$ cat src/rtl/latch_bank_arbiter_pkg.sv
// Shared types and default sizes for the two-requester latch-bank write arbiter.
package latch_bank_pkg;

  typedef enum logic [1:0] {
    IDLE  = 2'd0,
    WRITE = 2'd1,
    ACK   = 2'd2
  } state_t;

  typedef enum logic {
    GNT_A = 1'b0,
    GNT_B = 1'b1
  } gnt_t;

  localparam int DATA_W_DEF = 8;
  localparam int DEPTH_DEF  = 4;

endpackage

$ cat src/rtl/latch_bank_arbiter_if.sv
// Requester/read bus of the latch-bank arbiter; master = clients, slave = arbiter.
// Optional parity signals exist only when LATCH_BANK_PARITY_EN is defined.
interface latch_bank_arbiter_if
  import latch_bank_pkg::*;
#(
  parameter int DATA_W = DATA_W_DEF,
  parameter int ADDR_W = $clog2(DEPTH_DEF)
);

  logic              ReqA;
  logic [ADDR_W-1:0] AddrA;
  logic [DATA_W-1:0] DataA;
  logic              AckA;
  logic              ReqB;
  logic [ADDR_W-1:0] AddrB;
  logic [DATA_W-1:0] DataB;
  logic              AckB;
  logic [ADDR_W-1:0] RdAddr;
  logic [DATA_W-1:0] RdData;
  logic              Busy;
`ifdef LATCH_BANK_PARITY_EN
  logic              ParInj;
  logic              ParErr;
`endif

  modport master (
    output ReqA, AddrA, DataA, ReqB, AddrB, DataB, RdAddr,
`ifdef LATCH_BANK_PARITY_EN
    output ParInj,
    input  ParErr,
`endif
    input  AckA, AckB, RdData, Busy
  );

  modport slave (
    input  ReqA, AddrA, DataA, ReqB, AddrB, DataB, RdAddr,
`ifdef LATCH_BANK_PARITY_EN
    input  ParInj,
    output ParErr,
`endif
    output AckA, AckB, RdData, Busy
  );

endinterface

$ cat src/rtl/latch_bank_arbiter_bank.sv
// DEPTH x DATA_W storage with async clear, per-word write enable and read mux.
// Under LATCH_BANK_PARITY_EN each word also keeps an even-parity bit.
module latch_bank #(
  parameter int DATA_W = 8,
  parameter int DEPTH  = 4,
  parameter int ADDR_W = 2
) (
  input  logic              Clk,
  input  logic              Rst_n,
  input  logic              i_we,
  input  logic [ADDR_W-1:0] i_waddr,
  input  logic [DATA_W-1:0] i_wdata,
`ifdef LATCH_BANK_PARITY_EN
  input  logic              i_par_inj,
  output logic              o_par_err,
`endif
  input  logic [ADDR_W-1:0] i_rd_addr,
  output logic [DATA_W-1:0] o_rd_data
);

  logic [DATA_W-1:0] r_mem [DEPTH];

  // NOTE: the bank is reset word by word because a reset must clear stored data;
  // out-of-range addresses match no word, so such writes are simply dropped.
  always_ff @(posedge Clk or negedge Rst_n) begin
    if (!Rst_n) begin
      for (int i = 0; i < DEPTH; i++) r_mem[i] <= '0;
    end else begin
      for (int i = 0; i < DEPTH; i++)
        if (i_we && i_waddr == ADDR_W'(i)) r_mem[i] <= i_wdata;
    end
  end

  // NOTE: default assignment first so the mux cannot infer a latch.
  always_comb begin
    o_rd_data = '0;
    for (int i = 0; i < DEPTH; i++)
      if (i_rd_addr == ADDR_W'(i)) o_rd_data = r_mem[i];
  end

`ifdef LATCH_BANK_PARITY_EN
  logic [DEPTH-1:0] r_par;
  logic             w_rd_par;

  always_ff @(posedge Clk or negedge Rst_n) begin
    if (!Rst_n) begin
      r_par <= '0;
    end else begin
      for (int i = 0; i < DEPTH; i++)
        if (i_we && i_waddr == ADDR_W'(i)) r_par[i] <= (^i_wdata) ^ i_par_inj;
    end
  end

  always_comb begin
    w_rd_par = 1'b0;
    for (int i = 0; i < DEPTH; i++)
      if (i_rd_addr == ADDR_W'(i)) w_rd_par = r_par[i];
  end

  assign o_par_err = ^{o_rd_data, w_rd_par};
`endif

endmodule

$ cat src/rtl/latch_bank_arbiter.sv
// Round-robin write arbiter/sequencer (IDLE -> WRITE -> ACK) for a shared latch bank.
// Optional parity storage and injection enabled by LATCH_BANK_PARITY_EN.
module latch_bank_arbiter
  import latch_bank_pkg::*;
#(
  parameter int DATA_W = DATA_W_DEF,
  parameter int DEPTH  = DEPTH_DEF,
  parameter int ADDR_W = $clog2(DEPTH)
) (
  input  logic                 Clk,
  input  logic                 Rst_n,
  latch_bank_arbiter_if.slave  bus
);

  state_t            r_state;
  gnt_t              r_gnt;
  gnt_t              r_last_gnt;
  logic [ADDR_W-1:0] r_addr;
  logic [DATA_W-1:0] r_data;
  logic              r_ack_a;
  logic              r_ack_b;
  logic              r_busy;
  gnt_t              w_win;
  logic              w_we;
`ifdef LATCH_BANK_PARITY_EN
  logic              r_par_inj;
`endif

  // On a tie the requester that was not granted last wins.
  always_comb begin
    w_win = GNT_A;
    if (bus.ReqA && bus.ReqB) w_win = (r_last_gnt == GNT_A) ? GNT_B : GNT_A;
    else if (bus.ReqB)        w_win = GNT_B;
  end

  // NOTE: all state and outputs update with non-blocking assignments at the edge.
  always_ff @(posedge Clk or negedge Rst_n) begin
    if (!Rst_n) begin
      r_state    <= IDLE;
      r_gnt      <= GNT_A;
      r_last_gnt <= GNT_B;
      r_addr     <= '0;
      r_data     <= '0;
      r_ack_a    <= 1'b0;
      r_ack_b    <= 1'b0;
      r_busy     <= 1'b0;
`ifdef LATCH_BANK_PARITY_EN
      r_par_inj  <= 1'b0;
`endif
    end else begin
      case (r_state)
        IDLE: begin
          if (bus.ReqA || bus.ReqB) begin
            r_gnt   <= w_win;
            r_addr  <= (w_win == GNT_A) ? bus.AddrA : bus.AddrB;
            r_data  <= (w_win == GNT_A) ? bus.DataA : bus.DataB;
`ifdef LATCH_BANK_PARITY_EN
            r_par_inj <= bus.ParInj;
`endif
            r_busy  <= 1'b1;
            r_state <= WRITE;
          end
        end
        WRITE: begin
          r_ack_a <= (r_gnt == GNT_A);
          r_ack_b <= (r_gnt == GNT_B);
          r_state <= ACK;
        end
        ACK: begin
          r_ack_a    <= 1'b0;
          r_ack_b    <= 1'b0;
          r_last_gnt <= r_gnt;
          r_busy     <= 1'b0;
          r_state    <= IDLE;
        end
        default: begin
          r_busy  <= 1'b0;
          r_state <= IDLE;
        end
      endcase
    end
  end

  assign w_we     = (r_state == WRITE);
  assign bus.AckA = r_ack_a;
  assign bus.AckB = r_ack_b;
  assign bus.Busy = r_busy;

  latch_bank #(
    .DATA_W (DATA_W),
    .DEPTH  (DEPTH),
    .ADDR_W (ADDR_W)
  ) u_bank (
    .Clk       (Clk),
    .Rst_n     (Rst_n),
    .i_we      (w_we),
    .i_waddr   (r_addr),
    .i_wdata   (r_data),
`ifdef LATCH_BANK_PARITY_EN
    .i_par_inj (r_par_inj),
    .o_par_err (bus.ParErr),
`endif
    .i_rd_addr (bus.RdAddr),
    .o_rd_data (bus.RdData)
  );

endmodule

$ cat src/flat_wrapper.sv
// flat-port wrapper written by rule: the top's interface ports become plain ports
module latch_bank_arbiter_flat import latch_bank_pkg::*;
#(
  parameter int DATA_W = DATA_W_DEF,
  parameter int DEPTH  = DEPTH_DEF,
  parameter int ADDR_W = $clog2(DEPTH)
)
  (Clk, Rst_n, bus_ReqA, bus_AddrA, bus_DataA, bus_ReqB, bus_AddrB, bus_DataB, bus_RdAddr, bus_AckA, bus_AckB, bus_RdData, bus_Busy);
  latch_bank_arbiter_if #(.DATA_W(DATA_W), .ADDR_W(ADDR_W)) bus_i ();
  input  logic Clk;
  input  logic Rst_n;
  input wire logic [$bits(bus_i.ReqA)-1:0] bus_ReqA;
  input wire logic [$bits(bus_i.AddrA)-1:0] bus_AddrA;
  input wire logic [$bits(bus_i.DataA)-1:0] bus_DataA;
  input wire logic [$bits(bus_i.ReqB)-1:0] bus_ReqB;
  input wire logic [$bits(bus_i.AddrB)-1:0] bus_AddrB;
  input wire logic [$bits(bus_i.DataB)-1:0] bus_DataB;
  input wire logic [$bits(bus_i.RdAddr)-1:0] bus_RdAddr;
  output wire logic [$bits(bus_i.AckA)-1:0] bus_AckA;
  output wire logic [$bits(bus_i.AckB)-1:0] bus_AckB;
  output wire logic [$bits(bus_i.RdData)-1:0] bus_RdData;
  output wire logic [$bits(bus_i.Busy)-1:0] bus_Busy;
  assign bus_i.ReqA = bus_ReqA;
  assign bus_i.AddrA = bus_AddrA;
  assign bus_i.DataA = bus_DataA;
  assign bus_i.ReqB = bus_ReqB;
  assign bus_i.AddrB = bus_AddrB;
  assign bus_i.DataB = bus_DataB;
  assign bus_i.RdAddr = bus_RdAddr;
  assign bus_AckA = bus_i.AckA;
  assign bus_AckB = bus_i.AckB;
  assign bus_RdData = bus_i.RdData;
  assign bus_Busy = bus_i.Busy;
  latch_bank_arbiter #(.DATA_W(DATA_W), .DEPTH(DEPTH), .ADDR_W(ADDR_W)) u_core (.Clk(Clk), .Rst_n(Rst_n), .bus(bus_i));
endmodule
$ cat config.mk
export PLATFORM = sky130hd
export DESIGN_NAME = latch_bank_arbiter_flat
export DESIGN_NICKNAME = d
export VERILOG_FILES = /design/src/rtl/latch_bank_arbiter_pkg.sv /design/src/rtl/latch_bank_arbiter_if.sv /design/src/rtl/latch_bank_arbiter_bank.sv /design/src/rtl/latch_bank_arbiter.sv /design/src/flat_wrapper.sv
export SDC_FILE = /design/constraint.sdc
export NUM_CORES = 1
export LEC_CHECK = 0
export CAP_MARGIN = 20
export CELL_PAD_IN_SITES_DETAIL_PLACEMENT = 0
export CELL_PAD_IN_SITES_GLOBAL_PLACEMENT = 1
export CORE_ASPECT_RATIO = 2
export CORE_MARGIN = 1.5
export CORE_UTILIZATION = 38
export DETAILED_ROUTE_END_ITERATION = 7
export PLACE_DENSITY = 0.74
export SLEW_MARGIN = 20
export SYNTH_ARGS = -nofsm -noshare
export SYNTH_HDL_FRONTEND = slang
export SYNTH_SLANG_ARGS = --single-unit
export TNS_END_PERCENT = 5
$ cat constraint.sdc
create_clock -name Clk -period 2 [get_ports Clk]
set_clock_uncertainty 0.05 [all_clocks]
set_input_delay 0.6 -clock Clk [delete_from_list [all_inputs] [get_ports Clk]]
set_output_delay 0.6 -clock Clk [all_outputs]
set_load 0.05 [all_outputs]
Word-level counts from Yosys, hierarchy flattened
Index checks and enable logic that the tools add are counted.
{"block": "word_totals", "elab_cells": 50, "inputBits": 26, "regBits": 49}
{"block": "classes", "muxes": 15, "bitwise": 2, "reduce_logical": 12, "n_eq_ne": 9}
{"cell": "two-way mux 8 bit", "count": 5}
{"cell": "== test 2 bit (second input constant)", "count": 5}
{"cell": "== test 2 x 1 -> 1 bit (second input constant)", "count": 3}
{"cell": "logical NOT 2 bit", "count": 3}
{"cell": "one-hot mux 1 bit (2 select lines)", "count": 3}
{"cell": "logical AND 1 bit", "count": 5}
{"cell": "two-way mux 1 bit", "count": 4}
{"cell": "two-way mux 2 bit", "count": 2}
{"cell": "one-hot mux 2 bit (2 select lines)", "count": 1}
{"cell": "AND reduction 2 bit", "count": 2}
{"cell": "!= test 2 x 1 -> 1 bit (second input constant)", "count": 1}
{"cell": "inverter 1 bit", "count": 2}
{"cell": "nonzero test 2 bit", "count": 1}
{"cell": "logical OR 1 bit", "count": 1}

Depth between registers and ports, before layout
Gate-level depths: netlist of the first run.
{"block": "depth", "ltp_word": 5, "depth_mapped": 6, "depth_no_buf": 5}

Modules after synthesis
From an unflattened synthesis of the first run, not the netlist that was laid out.
{"block": "hier_totals", "hier_cells": 162, "area_unflattened_um2": 2287.2}
{"module": "latch_bank", "seq_area_each_um2": 800.8, "area_each_um2": 1401.3, "n_inst": 1, "cells_per_inst": 78}
{"module": "latch_bank_arbiter", "seq_area_each_um2": 426.7, "area_each_um2": 885.8, "n_inst": 1, "cells_per_inst": 84}

Least setup slack after synthesis of the first run
No wires, ideal clock.
{"block": "synth_timing", "path_type": "input to output", "startpoint": "input bus_RdAddr[0]", "endpoint": "output bus_RdData[0]", "cell_stages": 2, "path_slack_ns": -0.167, "arrival_time_ns": 1.517, "path_cell_list": "buf_2 mux4_2"}
{"block": "synth_via", "elab_chain_cells": 5, "elab_cells_between_ends": 8, "cone_classes": "eq/ne (3); mux (4); reduce/logical (1)"}
{"item": "start: declaration", "line": "flat_wrapper.sv:18", "source": "input wire logic [$bits(bus_i.RdAddr)-1:0] bus_RdAddr;"}
{"item": "logical NOT 2 bit", "line": "latch_bank_arbiter_bank.sv:38", "source": "if (i_rd_addr == ADDR_W'(i)) o_rd_data = r_mem[i];"}
{"item": "two-way mux 8 bit (3 in series)", "line": "latch_bank_arbiter_bank.sv:38"}
{"item": "two-way mux 8 bit (*)", "line": "latch_bank_arbiter_bank.sv:38"}
{"item": "end: declaration", "line": "flat_wrapper.sv:21", "source": "output wire logic [$bits(bus_i.RdData)-1:0] bus_RdData;"}
Every way passes the cells marked *; elsewhere a longest branch is shown, timed or not.

Worst setup path in the final report of the first run
Ends and elaborated chain as after synthesis.

==> summary.txt, run 1 <==
status: finished, violations left
violated checks: negative setup slack
fillers: 501
Routed WL per cell: 17.4 um
commonest non-fill, non-tap cell in the layout: dfrtp_1
die area: 6280 um^2
total CTS buffers: 5
CTS sink cnt: 49
startpoint types: primary input
first-pass GRT wire length: 7650 um
Distinct cells, synth: 23
number of H-tree levels: 2
row count: 39
Initial Util: 38.9%
Lkg Pwr: 1.22 nW
non-filler instance count after layout: 269
YS warnings: 0
fmax: 483 MHz
top cell type by total area after synthesis: dfrtp_1
top-area cell type share of the netlist area: 54.6%
CP required: 1.35 ns
maximum vdd drop: 0.00108 V
DP HPWL: 3460 um
r2r startpoint: u_core.r_state[1]$_DFFE_PN0P_
Post-Syn Instances: 162
Worst Setup Path Type: primary input to output pin
crit path from: bus_RdAddr[0]
Tot GR Track Use: 16.2%
register-to-register setup slack: 0.39 ns
min setup slack post-route: -0.0701 ns
Synthesized Nets: 191
vias in the first global route: 1,577
Synth Register Bits: 49
Routed WL: 4690 um
total grt overflow: 0
Final setup viols: 8
max-cap violation count: 0
ANT nets after route: 0
post-synthesis cell area: 2200 um^2
CTS tree: built
Clock transition at path regs: 0.06 ns
via count: 1,426
largest fanout on the critical path: 8
WHS: 0.234 ns
TritonRoute pass-1 iters: 4
Placer Congestion: 0.723
Syn Area/Cell: 13.6 um^2
placed cells: 262
vias per inst: 5.30
worst setup path end: bus_RdData[0]
Core Box Area: 5660 um^2
DP Worst Slack: -0.657 ns
Slew Viols, Final: 0
final core occ: 50.6%
Rel. slew slack: 79.6%
crit path DAT: 1.42 ns
Synth area leaders: dfrtp_1 (55%), mux2_2 (18%), mux4_2 (8.2%), a21oi_1 (4.6%), nor2_1 (2.2%)
Clock Path Buffers: 2
nets@finish: 236
ratio of cells with drive above 1 in the final layout: 38.9%
die height: 111 um
Hold/Removal Path Class: primary input to asynchronous set/reset pin
# IOs: 37
unrepaired setup endpoints after global routing: true
drt drc: 0
CP endpoint kind: output pin
Hold Fails Final Rpt: 0
final worst-path cycle share: 104%
initial antenna violation count: 0
min cycle time layout: 2.07 ns
Slew @ Worst Pin: 0.304 ns
Setup TNS: -0.392 ns
largest net degree at the start of global routing: 50
antenna cells: 0
DR iter-0 viols: 18
CTS root buf: clkbuf_16
die width: 56.8 um
Area Growth Syn to Fin: 30.3%
sequential element share of the synthesized area: 55.8%
worst flop-to-flop path endpoint: u_core.u_bank.r_mem[23]$_DFFE_PN0P_
Cell Pwr Density: 1700 nW/um^2
most frequent cells in the layout: dfrtp_1 (48), mux2_2 (35), clkdlybuf4s50_1 (22)
clk_lat worst skew: 0.29 ns
Port Buffers: 36
R2R depth: 5
## kinds of logic (layout without fill, tap and decap cells)
kind of cell | Yosys count | in the layout | share of synthesized area, %
adder cells (fa/ha/maj) | 3 | 3 | 1.71
AND/OR/NAND/NOR | 29 | 29 | 6.77
AO/OA/AOI/OAI | 28 | 28 | 7.34
flip-flops | 49 | 49 | 55.8
buffers and inverters | 10 | 56 | 2.27
multiplexers | 43 | 43 | 26.1
## state kept, by name, summed over array words and instances, names as in the netlist
register and flops:
u_core.bus.Busy 1, u_core.r_state 2, u_core.bus.AckB 1, u_core.r_data 8, u_core.bus.AckA 1, u_core.u_bank.r_mem 32
u_core.r_addr 2, u_core.r_gnt 1, u_core.r_last_gnt 1
## metal layers
| metal | share of wire, % | global-route usage (%) | vias to the layer above |
|---|---|---|---|
| li1 | - | - | 667 |
| met1 | 38 | 17.9 | 716 |
| met2 | 56 | 29.5 | 36 |
| met3 | 4.5 | 3.40 | 7 |
| met4 | 1.8 | 6.05 | 0 |
| met5 | 0 | 0 | - |
## cell usage after synthesis
cell type   n
dfrtp_1    48
o22a_2      1
buf_1       1
clkbuf_1    1
buf_6       1
buf_2       4
o21a_1      1
nand2_1    11
a21oi_1    20
ha_1        3
nor2_1     13
nand3b_2    2
nand3b_1    1
mux2_2     35
o21ai_0     2
nand3_2     1
mux4_2      8
a21boi_0    2
a22o_1      1
inv_1       3
dfstp_2     1
nor3b_4     1
a21bo_2     1
## area by class of cell
cell class,count,area (um^2),share of cell area [%]
multi-input cells,103,922,32.2
repair buffers,45,472,16.5
clock buffers,7,153,5.33
clock inverters,1,5.00,0.175
inverters,3,11.3,0.393
flip-flops and latches,49,1230,42.8
well taps,61,76.3,2.66
## what timing repair did
action,CTS,global route
setup buffers,0,0
hold buffers,0,0
setup endpoints to repair,8,8
resized for setup,20,0
## worst min path at each step
| stage | start | endpoint |
|---|---|---|
| after floorplan | Rst_n | u_core.bus.AckA$_DFFE_PN0P_ |
| after detailed placement | u_core.u_bank.r_mem[13]$_DFFE_PN0P_ | u_core.u_bank.r_mem[13]$_DFFE_PN0P_ |
| after global placement | u_core.u_bank.r_mem[14]$_DFFE_PN0P_ | u_core.u_bank.r_mem[14]$_DFFE_PN0P_ |
| after CTS | Rst_n | u_core.u_bank.r_mem[11]$_DFFE_PN0P_ |
| final | Rst_n | u_core.u_bank.r_mem[3]$_DFFE_PN0P_ |
| after global routing | Rst_n | u_core.r_data[3]$_DFFE_PN0P_ |
## worst max-delay path, cell delays in order
cell	delay, ns
buf_12	0.12
mux4_2	0.53
buf_8	0.17
## power breakdown
part           switching, mW  total [mW]  internal (mW)
registers              0.357        1.87           1.51
clock network          0.343       0.872          0.529
logic                   1.07        2.14           1.08
## per-stage QoR
stage	instance area [um^2]	power (mW)
floorplan	2220	3.30
finish	2870	4.89
global placement	2690	3.86
global route	2870	5.16
CTS	2870	4.96
detailed placement	2690	3.98
(Power assumes the default switching activity.)
==> run 2, diff against run 1 <==
--- a/config.mk
+++ b/config.mk
@@ -9,10 +9,11 @@
 export CELL_PAD_IN_SITES_DETAIL_PLACEMENT = 0
 export CELL_PAD_IN_SITES_GLOBAL_PLACEMENT = 1
 export CORE_ASPECT_RATIO = 2
-export CORE_MARGIN = 1.5
+export CORE_MARGIN = 2
 export CORE_UTILIZATION = 38
 export DETAILED_ROUTE_END_ITERATION = 7
 export PLACE_DENSITY = 0.74
+export SKIP_CTS_REPAIR_TIMING = 1
 export SLEW_MARGIN = 20
 export SYNTH_ARGS = -nofsm -noshare
 export SYNTH_HDL_FRONTEND = slang
==> constraint.sdc (replaced) <==
create_clock -name Clk -period 1.89 [get_ports Clk]
set_clock_uncertainty 0.05 [all_clocks]
set_input_delay 0.567 -clock Clk [delete_from_list [all_inputs] [get_ports Clk]]
set_output_delay 0.567 -clock Clk [all_outputs]
set_load 0.05 [all_outputs]
==> summary.txt, run 2 (same netlist as run 1, synthesis figures left out) <==
Setup TNS: -0.733 ns (-0.341 ns)
Final setup viols: 8 (unchanged)
most frequent cells in the layout: dfrtp_1 (48), mux2_2 (35), clkdlybuf4s50_1 (22)
violated checks: negative setup slack
die width: 57.8 um (+1.8%)
via count: 1,425 (-0.070%)
TritonRoute pass-1 iters: 4 (unchanged)
nets@finish: 236 (unchanged)
DR iter-0 viols: 17 (-1)
DP HPWL: 3620 um (+4.8%)
die area: 6450 um^2 (+2.7%)
total CTS buffers: 5 (unchanged)
Worst Setup Path Type: primary input to output pin
min cycle time layout: 1.99 ns
max reg flops: 32 (unchanged)
Largest regs: u_core.u_bank.r_mem: 32 flops, u_core.r_data: 8 flops
CTS sink cnt: 49 (unchanged)
Multi-input gate area: 922 um^2 (unchanged)
clk_lat worst skew: 0.29 ns (about the same)
WP buf/inv: 2 (unchanged)
status: finished, violations left
Routed WL: 4680 um (-0.11%)
worst flop-to-flop path endpoint: u_core.u_bank.r_mem[21]$_DFFE_PN0P_
fillers: 489 (-2.4%)
antenna cells: 0 (unchanged)
Placer Congestion: 0.766 (+6.0%)
Slew @ Worst Pin: 0.586 ns (+0.282 ns)
# IOs: 37 (unchanged)
number of H-tree levels: 2 (unchanged)
CP required: 1.27 ns (-0.08 ns)
vias per inst: 5.32 (+0.30%)
ANT nets after route: 0 (unchanged)
r2r startpoint: u_core.r_state[1]$_DFFE_PN0P_
CP endpoint kind: output pin
drt drc: 0 (unchanged)
Rel. slew slack: 60.9% (-19 points)
crit path DAT: 1.37 ns (-0.05 ns)
met2 Use GR: 29.9% (+0.39 points)
die height: 112 um (+0.90%)
CTS tree: built
startpoint types: primary input
ratio of cells with drive above 1 in the final layout: 38.2% (-0.78 points)
Lkg Pwr: 1.23 nW (+0.41%)
initial antenna violation count: 0 (unchanged)
Tot GR Track Use: 16.2% (-0.021 points)
register-to-register setup slack: 0.24 ns (-0.15 ns)
Area Growth Syn to Fin: 30.2% (about the same)
row count: 39 (unchanged)
unrepaired setup endpoints after global routing: true
Core Box Area: 5660 um^2 (unchanged)
cell breakdown of the critical path: buf_12 -> mux4_2 -> buf_6
min setup slack post-route: -0.101 ns (-0.0305 ns)
total grt overflow: 0 (unchanged)
maximum vdd drop: 0.00129 V (+19%)
final worst-path cycle share: 105%
Port Buffers: 36 (unchanged)
GR Util met3: 3.14% (-0.26 points)
Largest Register: u_core.u_bank.r_mem
Top delay family on crit path: multiplexers
crit-path max cell delay: 0.51 ns (-0.02 ns)
WHS: 0.231 ns (-0.00281 ns)
R2R depth: 5 (unchanged)
first-pass GRT wire length: 7940 um (+3.8%)
Clock Path Buffers: 2 (unchanged)
vias in the first global route: 1,661 (+5.3%)
Hold/Removal Path Class: primary input to asynchronous set/reset pin
storage element area: 1230 um^2 (unchanged)
commonest non-fill, non-tap cell in the layout: dfrtp_1
highest-delay cell along the critical path: mux4_2
Clock transition at path regs: 0.06 ns (about the same)
Hold Fails Final Rpt: 0 (unchanged)
largest net degree at the start of global routing: 26 (-48%)
max-cap violation count: 0 (unchanged)
Slew Viols, Final: 0 (unchanged)
Cell Pwr Density: 1810 nW/um^2 (+6.4%)
Routed WL per cell: 17.5 um (+0.27%)
met1 track demand over resource: 17.6% (-0.31 points)
CTS root buf: clkbuf_16
busiest grt layer: met2
Initial Util: 38.9% (unchanged)
fmax: 502 MHz
largest fanout on the critical path: 8 (unchanged)
==> run 2: cell types whose count changed in the layout (fill, tap and decap cells not counted), sizes merged <==
cell / change
clkbuf: -2
dlymetal6s2s: +1
bufinv: +1
buf: -1
==> run 2: report_power, final <==
group | internal, mW | switching, mW
combinational | 1.12 | 1.10
clock | 0.614 | 0.365
sequential | 1.60 | 0.385
==> run 2: final cells by class <==
| type | instances | area share (%) |
|---|---|---|
| flip-flops and latches | 49 | 42.9 |
| repair buffers | 45 | 16.3 |
| clock buffers | 5 | 4.37 |
| clock inverters | 2 | 1.22 |
| multi-input cells | 103 | 32.2 |
| well taps | 61 | 2.66 |
| inverters | 3 | 0.393 |
==> run 2: how the worst max path moves through the flow <==
stage	to	depth (start not counted)	from	slack, ns
3_5_place_dp	bus_RdData[6]	4	bus_RdAddr[0]	-0.68
3_3_place_gp	bus_RdData[5]	4	bus_RdAddr[0]	-0.66
5_1_grt	bus_RdData[2]	3	bus_RdAddr[0]	-0.14
4_1_cts	bus_RdData[6]	4	bus_RdAddr[0]	-0.67
2_1_floorplan	bus_RdData[0]	2	bus_RdAddr[0]	-0.06
6_report	bus_RdData[6]	3	bus_RdAddr[0]	-0.10
==> run 2: routing by layer <==
layer  routed length, um  vias to the layer above
met4                  76                        0
met5                   0                        -
met2                2700                       29
li1                    -                      667
met3                 146                        7
met1                1760                      722
==> run 2: through the flow <==
step | util [%] | std cells | power, mW | setup WS [ns] | area, um^2
2_1_floorplan | - | 162 | 3.49 | -0.0560 | 2220
3_3_place_gp | 47.3 | 262 | 4.04 | -0.659 | 2680
3_5_place_dp | 47.3 | 262 | 4.17 | -0.677 | 2680
4_1_cts | 50.1 | 269 | 5.17 | -0.675 | 2840
5_1_grt | 50.6 | 268 | 5.49 | -0.143 | 2860
6_report | 50.6 | 268 | 5.19 | -0.101 | 2860
==> run 3, diff against run 2 <==
--- a/config.mk
+++ b/config.mk
@@ -5,6 +5,7 @@
 export SDC_FILE = /design/constraint.sdc
 export NUM_CORES = 1
 export LEC_CHECK = 0
+export ABC_CLOCK_PERIOD_IN_PS = 1890
 export CAP_MARGIN = 20
 export CELL_PAD_IN_SITES_DETAIL_PLACEMENT = 0
 export CELL_PAD_IN_SITES_GLOBAL_PLACEMENT = 1
==> results of run 3 <==
No change in the layout: final DEF, timing and power equal those of run 2.
